File: src/rtl/priority_code_decoder.sv
`default_nettype none
// ============================================================================
// Module      : priority_code_decoder
// Description : FIFO-buffered decoder of 2-bit priority codes into one-hot
//               words, with valid/ready handshakes, flush and a saturating
//               count of delivered words.
// Revision    : 1.0 - initial release
// ============================================================================
module priority_code_decoder #(
    parameter int DEPTH = 4,
    parameter int CNT_W = 8
) (
    input  logic                       clk,
    input  logic                       rst_n,
    input  logic                       in_valid,
    output logic                       in_ready,
    input  logic [1:0]                 in_code,
    input  logic                       flush,
    output logic                       out_valid,
    input  logic                       out_ready,
    output logic [3:0]                 out_onehot,
    output logic [1:0]                 out_code,
    output logic [$clog2(DEPTH):0]     level,
    output logic [CNT_W-1:0]           dec_count
);

    localparam int PTR_W = $clog2(DEPTH);
    localparam logic [PTR_W:0] c_full_level = (PTR_W + 1)'(DEPTH);

    logic [1:0]       r_mem [DEPTH];
    logic [PTR_W-1:0] r_wr_ptr;
    logic [PTR_W-1:0] r_rd_ptr;
    logic [PTR_W:0]   r_level;
    logic [CNT_W-1:0] r_dec_count;

    logic             w_push;
    logic             w_pop;
    logic             w_not_empty;
    logic [1:0]       w_head;

    // Ready depends only on the registered level, so out_ready never reaches in_ready.
    assign in_ready    = (r_level != c_full_level);
    assign w_not_empty = (r_level != '0);
    assign w_push      = in_valid && in_ready;
    assign w_pop       = w_not_empty && out_ready;
    assign w_head      = r_mem[r_rd_ptr];

    assign out_valid   = w_not_empty;
    assign out_code    = w_not_empty ? w_head : 2'b00;
    assign out_onehot  = w_not_empty ? (4'b0001 << w_head) : 4'b0000;
    assign level       = r_level;
    assign dec_count   = r_dec_count;

    // Storage is not reset; stale entries are unreachable once level is zero.
    always_ff @(posedge clk) begin
        if (w_push && !flush) begin
            r_mem[r_wr_ptr] <= in_code;
        end
    end

    always_ff @(posedge clk or negedge rst_n) begin
        if (!rst_n) begin
            r_wr_ptr    <= '0;
            r_rd_ptr    <= '0;
            r_level     <= '0;
            r_dec_count <= '0;
        end else if (flush) begin
            r_wr_ptr    <= '0;
            r_rd_ptr    <= '0;
            r_level     <= '0;
        end else begin
            if (w_push) begin
                r_wr_ptr <= r_wr_ptr + 1'b1;
            end
            if (w_pop) begin
                r_rd_ptr <= r_rd_ptr + 1'b1;
                if (r_dec_count != '1) begin
                    r_dec_count <= r_dec_count + 1'b1;
                end
            end
            case ({w_push, w_pop})
                2'b10:   r_level <= r_level + 1'b1;
                2'b01:   r_level <= r_level - 1'b1;
                default: r_level <= r_level;
            endcase
        end
    end

endmodule
`default_nettype wire

File: config.mk
export PLATFORM = sky130hd
export DESIGN_NAME = priority_code_decoder
export DESIGN_NICKNAME = d
export VERILOG_FILES = /design/src/rtl/priority_code_decoder.sv
export SDC_FILE = /design/constraint.sdc
export NUM_CORES = 1
export LEC_CHECK = 0
export CORE_ASPECT_RATIO = 1.25
export CORE_MARGIN = 2
export CORE_UTILIZATION = 35
export CTS_CLUSTER_SIZE = 16
export DETAILED_ROUTE_END_ITERATION = 16
export GPL_TIMING_DRIVEN = 0
export SLEW_MARGIN = 15
export SYNTH_ARGS = -nofsm -noshare
export SYNTH_HDL_FRONTEND = slang
export SYNTH_SLANG_ARGS = --single-unit
File: constraint.sdc
create_clock -name clk -period 3.1 [get_ports clk]
set_clock_uncertainty 0.05 [all_clocks]
set_input_delay 0.62 -clock clk [delete_from_list [all_inputs] [get_ports clk]]
set_output_delay 0.62 -clock clk [all_outputs]
set_load 0.01 [all_outputs]
==> results.py, run 1 <==
metrics = {
    "critical_path": {
        "slowest_delay_ns": 0.47,
        "reg2reg_to": "level[2]",
        "end_kind": "output pin",
        "path_buf_inv": 3,
        "crit_path_start_kind": "flop",
        "rr_worst_depth": 7,
        "regToRegStartpoint": "level[1]",
        "required_ns": 2.43,
        "path_cells": "buf_2 > nor3_2 > inv_1 > and2_1 > nor2b_1 > clkdlybuf4s50_1",
        "cpLargestDelayFamily": "buffers and inverters",
        "crit_fanout": 9,
        "crit_arrival_ns": 2.26,
        "ff2ff_setup_slack_ns": 0.37,
        "slowest_stage": "clkdlybuf4s50_1",
        "crit_type": "reg -> out",
    },
    "sta": {
        "setup_slack_ns": 0.175,
        "setup_viol": 0,
        "hold_ws_ns": 0.479,
        "hold_viol": 0,
        "slew_violations": 0,
        "fmax_ghz": 0.342,
        "fin_crit_sh_pct": 94.4,
        "min_period_ns": 2.93,
        "grt_setup_unrepaired": "no",
        "tightest_slew_ns": 0.725,
        "relSlewSlack_pct": 51.5,
        "finalSetupTns_ns": 0,
    },
    "logic_synthesis": {
        "yosysMostFrequentCell": "dfrtp_1",
        "synth-simple-area-share_pct": 19.6,
        "syn_nets": 134,
        "netlist_instances": 121,
        "synth-xor-area-share_pct": 3.35,
        "synth_area_leaders": "dfrtp_1, edfxtp_1, ha_1",
        "synth_top_area_share_pct": 28.7,
        "ys_ff_latch": 23,
        "synth.cell_area_um2": 1310,
        "synth_compound_area_share_pct": 11.3,
        "synth-edff-count": 8,
        "yosysUniqueCellTypes": 41,
        "avgSynthCellArea_um2": 10.8,
        "synth_warnings": 0,
        "async_flop_share_pct": 65.2,
        "synth_common_cells": "dfrtp_1, inv_1, edfxtp_1, nor2_1",
        "synth_top_family_by_area": "simple AND/OR/NAND/NOR gates",
        "synth_ff_type": "dfrtp_1",
        "synth.area.mux_share_pct": 7.55,
        "yosysTopAreaCell": "dfrtp_1",
        "ys_seq_area_share_pct": 47.0,
        "synthAdderAreaFrac_pct": 6.31,
    },
    "power": {
        "combPwrFrac_pct": 44.6,
        "pwr_density_cell_nw_per_um2": 664,
        "p_sw_uw": 392,
        "swShare_pct": 35.7,
        "vdd_drop_max_uv": 310,
        "p_clk_share_pct": 16.7,
        "power_leakage_nw": 0.679,
        "p_seq_share_pct": 38.7,
        "internal_power_uw": 706,
    },
    "final_layout": {
        "fin_nets": 164,
        "nFillCells": 350,
        "drive_gt1_share_pct": 8.67,
        "fin_util_pct": 46.7,
        "area_growth_pct": 26.4,
        "diodes": 0,
        "final_area_um2": 1650,
    },
    "global_routing": {
        "globalRouteTotalUtil_pct": 13.9,
        "grt_overflow_total": 0,
        "antenna_found_initial": 0,
        "grt_pass1_vias": 1019,
        "grt_pass1_wl_um": 4600,
        "grt_max_degree": 16,
    },
    "die": {
        "coreArea_um2": 3540,
        "start_util_pct": 36.9,
        "rows": 24,
        "dieWidth_um": 58.7,
        "ios": 26,
        "dieArea_um2": 4250,
        "die_h_um": 72.4,
    },
    "route": {
        "drc": 3,
        "drt-wirelength-per-cell_um": 14.4,
        "drt_iter0_drc": 36,
        "drt_wl_total_um": 2730,
        "via_count": 996,
        "antenna_left": 0,
        "viasPerCell": 5.27,
        "first_pass_iters": 10,
    },
    "clocking": {
        "insertion_delay_ns": 0.26,
        "h-tree-depth": 1,
        "cts_num_sinks": 23,
        "cts_buffers": 3,
        "cts_setup_buffers": 0,
        "clk_path_buf_depth": 2,
        "cts_root_buffer": "clkbuf_8",
        "postCtsHoldBufs": 0,
        "path_clk_slew_ns": 0.08,
        "cts_resized": 0,
        "tritoncts": "yes",
    },
    "placement": {
        "dp_hpwl_um": 2090,
        "routabilityCongestion": 0.734,
        "placed_cell_area_um2": 1610,
        "post-place-ws_ns": 0.220,
        "portBuffers": 25,
    },
    "run_status": {
        "violations": "design-rule violations",
        "outcome": "finished with violations",
    },
    "min_path": {
        "whs_path_depth": 1,
        "hold_start": "dec_count[3]",
        "hold_class": "reg -> reg",
        "min_to": "dec_count[3]",
    },
    "run": {
        "maxCapViolations": 0,
    },
}
## state kept, by name (all words and copies together) (netlist names)
name / count
r_rd_ptr: 2
level: 3
r_wr_ptr: 2
dec_count: 8
r_mem: 8
## layout by cell type, fill, tap and decap left out, types with 3 or more instances in the layout
cell type | Yosys | final
clkdlybuf4s50_1 | 0 | 25
dfrtp_1 | 15 | 15
inv_1 | 10 | 10
edfxtp_1 | 8 | 8
nor2_1 | 6 | 6
and2_1 | 5 | 5
o21ai_0 | 5 | 5
nand3_1 | 5 | 5
xor2_1 | 5 | 5
nand2b_1 | 5 | 5
ha_1 | 5 | 5
a211oi_1 | 4 | 4
a21oi_1 | 4 | 4
buf_2 | 3 | 3
nor3_1 | 3 | 3
and3_1 | 3 | 3
mux2_2 | 3 | 3
clkbuf_8 | 0 | 3
## kinds of logic (layout without fill, tap and decap cells)
kind of cell,after synthesis,after routing
mux,7,7
flops,23,23
xor+xnor,5,5
buf+inv,16,45
compound gates,22,22
fa+ha+maj,6,6
simple gates,42,42
## worst max path at each step
stage / depth (start not counted) / to / start
2_1_floorplan: 7 / level[2] / level[1]
3_3_place_gp: 6 / level[2] / out_ready
3_5_place_dp: 6 / level[2] / out_ready
4_1_cts: 6 / out_onehot[1] / level[1]
5_1_grt: 6 / out_onehot[1] / level[1]
6_report: 6 / out_onehot[1] / level[1]
## power groups by stage
stage          combinational [mW]  sequential, mW  clock [mW]
3_5_place_dp                0.491           0.433           0
5_1_grt                     0.542           0.435       0.202
2_1_floorplan               0.255           0.438           0
3_3_place_gp                0.477           0.430           0
4_1_cts                     0.494           0.426       0.192
6_report                    0.490           0.425       0.183
## area by class of cell
type,count,area [um2],share of cell area (%)
Clock buffer,3,41.3,2.50
Buffer,6,26.3,1.59
Inverter,10,37.5,2.27
Timing Repair Buffer,25,250,15.1
Multi-Input combinational cell,82,629,38.0
Sequential cell,23,616,37.2
Tap cell,39,48.8,2.95
Clock inverter,1,5.00,0.303
## layer usage
metal / vias up / GRT usage [%] / share of wire, %
met4: 0 / 4.55 / 0.77
met2: 21 / 23.3 / 52
li1: 493 / - / -
met3: 2 / 1.60 / 3.1
met5: - / 0 / 0
met1: 480 / 18.5 / 44
## metrics by stage
step | power [mW] | instances
3_3_place_gp | 0.907 | 185
4_1_cts | 1.11 | 189
5_1_grt | 1.18 | 189
3_5_place_dp | 0.924 | 185
6_report | 1.10 | 189
2_1_floorplan | 0.694 | 121
Note: power is estimated with default switching activity, not from simulation.
==> run 2: changes to the inputs <==
Settings changed: CORE_ASPECT_RATIO 1.25 to default, CORE_MARGIN 2 to default.
==> results.py, run 2 (synthesis gave the netlist of run 1 again) <==
metrics = {
    "route": {
        "drt_wl_total_um": 2630,
        "via_count": 998,
        "first_pass_iters": 4,
        "viasPerCell": 5.09,
        "drt-wirelength-per-cell_um": 13.4,
        "drc": 0,
        "antenna_left": 0,
        "drt_iter0_drc": 58,
    },
    "die": {
        "start_util_pct": 37.7,
        "rows": 21,
        "dieArea_um2": 3990,
        "ios": 26,
        "die_h_um": 63.2,
        "coreArea_um2": 3470,
        "dieWidth_um": 63.2,
    },
    "sta": {
        "setup_viol": 0,
        "tightest_slew_ns": 0.706,
        "slew_violations": 0,
        "grt_setup_unrepaired": "no",
        "relSlewSlack_pct": 52.8,
        "finalSetupTns_ns": 0,
        "fin_crit_sh_pct": 92.2,
        "min_period_ns": 2.86,
        "hold_viol": 0,
        "fmax_ghz": 0.350,
    },
    "critical_path": {
        "crit_fanout": 9,
        "ff2ff_setup_slack_ns": 0.47,
        "required_ns": 2.43,
        "crit_type": "reg -> out",
        "rr_worst_depth": 7,
        "crit_arrival_ns": 2.19,
        "crit_path_start_kind": "flop",
        "regToRegStartpoint": "level[1]",
        "end_kind": "output pin",
        "reg2reg_to": "level[2]",
    },
    "clocking": {
        "tritoncts": "yes",
        "cts_root_buffer": "clkbuf_8",
        "cts_num_sinks": 23,
        "cts_buffers": 3,
        "h-tree-depth": 1,
        "path_clk_slew_ns": 0.09,
        "insertion_delay_ns": 0.27,
        "cts_setup_buffers": 0,
        "clk_path_buf_depth": 2,
    },
    "global_routing": {
        "grt_max_degree": 16,
        "grt_pass1_wl_um": 4600,
        "globalRouteTotalUtil_pct": 14.8,
        "grt_pass1_vias": 1001,
        "antenna_found_initial": 0,
        "grt_overflow_total": 0,
    },
    "final_layout": {
        "drive_gt1_share_pct": 8.67,
        "layout_common_cells": "clkdlybuf4s50_1, dfrtp_1, inv_1, edfxtp_1, nor2_1",
        "area_growth_pct": 27.5,
        "diodes": 0,
        "final_common_cell": "clkdlybuf4s50_1",
        "fin_util_pct": 48.1,
        "fin_nets": 164,
    },
    "run_status": {
        "outcome": "completed",
    },
    "placement": {
        "dp_hpwl_um": 1960,
        "routabilityCongestion": 0.846,
        "portBuffers": 25,
    },
    "min_path": {
        "hold_start": "dec_count[0]",
        "hold_class": "reg -> reg",
        "min_to": "dec_count[0]",
        "whs_path_depth": 1,
    },
    "power": {
        "power_leakage_nw": 0.681,
        "pwr_density_cell_nw_per_um2": 665,
        "power_mw": 1.11,
        "vdd_drop_max_uv": 305,
    },
    "run": {
        "maxCapViolations": 0,
    },
}
-- run 2: cell counts in the layout (fill, tap and decap cells not counted) --
Identical to the previous run, type by type.
-- run 2: cell type report --
type	count	area (um2)
Sequential cell	23	616
Tap cell	46	57.6
Inverter	10	37.5
Clock inverter	1	5.00
Multi-Input combinational cell	82	636
Buffer	6	26.3
Timing Repair Buffer	25	250
Clock buffer	3	41.3
Fill cell	342	1800
-- run 2: metrics by stage --
stage	instance area (um2)	hold slack, ns	setup slack [ns]	std cells
6_report	1670	0.496	0.241	196
3_3_place_gp	1620	0.459	0.254	192
5_1_grt	1670	0.510	0.123	196
2_1_floorplan	1310	0.274	0.661	121
4_1_cts	1660	0.495	0.0959	196
3_5_place_dp	1620	0.474	0.208	192
-- run 2: worst max-delay path by stage --
stage               from            end  slack, ns  cells after the start
3_5_place_dp   out_ready       level[2]       0.21                      6
2_1_floorplan   level[1]       level[2]       0.66                      7
5_1_grt         level[1]  out_onehot[1]       0.12                      6
3_3_place_gp   out_ready       level[2]       0.25                      6
6_report        level[1]  out_onehot[1]       0.24                      6
4_1_cts         level[1]  out_onehot[1]        0.1                      6
-- run 2: metal layers --
layer | vias to the layer above | wire [um] | global-route usage (%)
li1 | 496 | - | -
met1 | 480 | 1290 | 20.1
met2 | 20 | 1230 | 23.5
met3 | 2 | 85 | 2.36
met4 | 0 | 21 | 5.23
met5 | - | 0 | 0
-- run 2: report_power, final --
part           internal, mW  leakage (nW)  switching (mW)
clock                0.0897        0.0255          0.0971
sequential            0.366         0.262          0.0596
combinational         0.256         0.393           0.242
-- run 2: critical path: stages (launching register included) --
cell	delay (ns)
dfrtp_1	0.42
buf_2	0.20
nor3_4	0.30
inv_1	0.21
and2_1	0.19
nor2b_1	0.13
clkdlybuf4s50_1	0.47
-- run 2: repair_timing --
item / 4_1_cts / 5_1_grt
hold buffers: 0 / 0
endpoints found under the setup margin: 0 / 1
gates resized for setup: 0 / 1
==> run 3: changes to the inputs <==
Settings changed: CTS_CLUSTER_SIZE 16 to 8, PLACE_DENSITY from default to 0.55.
==> results.py, run 3 (synthesis gave the netlist of run 1 again) <==
metrics = {
    "run_status": {
        "outcome": "completed",
    },
    "sta": {
        "finalSetupTns_ns": 0,
        "grt_setup_unrepaired": "no",
        "hold_ws_ns": 0.472,
        "min_period_ns": 2.81,
        "tightest_slew_ns": 0.728,
        "fin_crit_sh_pct": 90.6,
        "slew_violations": 0,
        "hold_viol": 0,
        "setup_viol": 0,
        "setup_slack_ns": 0.292,
        "relSlewSlack_pct": 51.3,
        "fmax_ghz": 0.356,
    },
    "global_routing": {
        "grt_overflow_total": 0,
        "grt_pass1_vias": 1072,
        "antenna_found_initial": 0,
        "globalRouteTotalUtil_pct": 16.1,
        "grt_max_degree": 16,
        "grt_pass1_wl_um": 4950,
    },
    "final_layout": {
        "ff_latch_area_um2": 616,
        "final_area_um2": 1670,
        "multi_input_comb_area_um2": 636,
        "drive_gt1_share_pct": 8.00,
        "area_growth_pct": 27.4,
        "final_common_cell": "clkdlybuf4s50_1",
        "fin_nets": 164,
        "diodes": 0,
        "layout_common_cells": "clkdlybuf4s50_1, dfrtp_1, inv_1, edfxtp_1, nor2_1",
        "nFillCells": 355,
    },
    "die": {
        "ios": 26,
        "rows": 21,
        "die_h_um": 63.2,
        "start_util_pct": 37.7,
        "dieWidth_um": 63.2,
        "coreArea_um2": 3470,
        "dieArea_um2": 3990,
    },
    "clocking": {
        "clk_path_buf_depth": 2,
        "cts_num_sinks": 23,
        "cts_root_buffer": "clkbuf_8",
        "insertion_delay_ns": 0.27,
        "tritoncts": "yes",
        "cts_buffers": 3,
        "h-tree-depth": 1,
        "postCtsHoldBufs": 0,
        "path_clk_slew_ns": 0.08,
    },
    "critical_path": {
        "regToRegStartpoint": "level[1]",
        "crit_arrival_ns": 2.14,
        "reg2reg_to": "level[2]",
        "crit_path_start_kind": "flop",
        "crit_type": "reg -> out",
        "rr_worst_depth": 7,
        "required_ns": 2.43,
        "slowest_stage": "clkdlybuf4s50_1",
        "ff2ff_setup_slack_ns": 0.53,
        "end_kind": "output pin",
        "path_cells": "buf_2 > nor3_4 > inv_1 > and2_1 > nor2b_1 > clkdlybuf4s50_1",
        "crit_fanout": 9,
        "slowest_delay_ns": 0.47,
    },
    "power": {
        "vdd_drop_max_uv": 300,
        "power_mw": 1.10,
        "power_leakage_nw": 0.678,
        "pwr_density_cell_nw_per_um2": 662,
    },
    "run": {
        "maxCapViolations": 0,
    },
    "route": {
        "drt_iter0_drc": 36,
        "drt_wl_total_um": 2770,
        "drc": 0,
        "via_count": 1039,
        "first_pass_iters": 6,
        "viasPerCell": 5.30,
        "drt-wirelength-per-cell_um": 14.1,
        "antenna_left": 0,
    },
    "placement": {
        "placed_cell_area_um2": 1620,
        "routabilityCongestion": 0.824,
        "post-place-ws_ns": 0.229,
        "portBuffers": 25,
        "dp_hpwl_um": 2020,
    },
    "min_path": {
        "hold_start": "dec_count[3]",
        "min_to": "dec_count[3]",
        "hold_class": "reg -> reg",
        "whs_path_depth": 1,
    },
}
-- run 3: through the flow --
stage               cells  utilization [%]
floorplan             121                -
global placement      192             46.6
detailed placement    192             46.6
CTS                   196             47.9
global route          196             48.1
finish                196             48.1
-- run 3: critical path, delay by kind of cell, from the launching register on --
family | cells | cell delay, ns
AND/OR/NAND/NOR | 3 | 0.60
buffers and inverters | 3 | 0.86
flip-flops | 1 | 0.41
-- run 3: where the power goes --
part           switching, mW  internal [mW]
sequential            0.0602          0.366
combinational          0.237          0.255
clock                 0.0956         0.0918
total                  0.393          0.712
-- run 3: how the worst max path moves through the flow --
stage | startpoint | to | slack (ns) | cells past startpoint
6_report | level[1] | out_onehot[1] | 0.29 | 6
5_1_grt | level[1] | out_onehot[1] | 0.13 | 6
4_1_cts | level[1] | out_onehot[1] | 0.13 | 6
3_5_place_dp | out_ready | level[2] | 0.23 | 6
3_3_place_gp | out_ready | level[2] | 0.24 | 6
2_1_floorplan | level[1] | level[2] | 0.66 | 7
-- run 3: area by class of cell --
class,instances,share of cell area [%]
Tap cell,46,3.45
Buffer,6,1.58
Clock buffer,4,2.70
Sequential cell,23,36.9
Multi-Input combinational cell,82,38.1
Timing Repair Buffer,25,15.0
Inverter,10,2.25
-- run 3: routing by layer --
layer	wire [um]	GRT usage, %
met1	1270	19.6
met2	1350	27.4
met3	111	2.17
met4	43	8.43
met5	0	0
-- run 3: timing repair --
action                                  4_1_cts  5_1_grt
endpoints found under the setup margin        0        1
setup buffers                                 0        0
gates resized for setup                       0        1
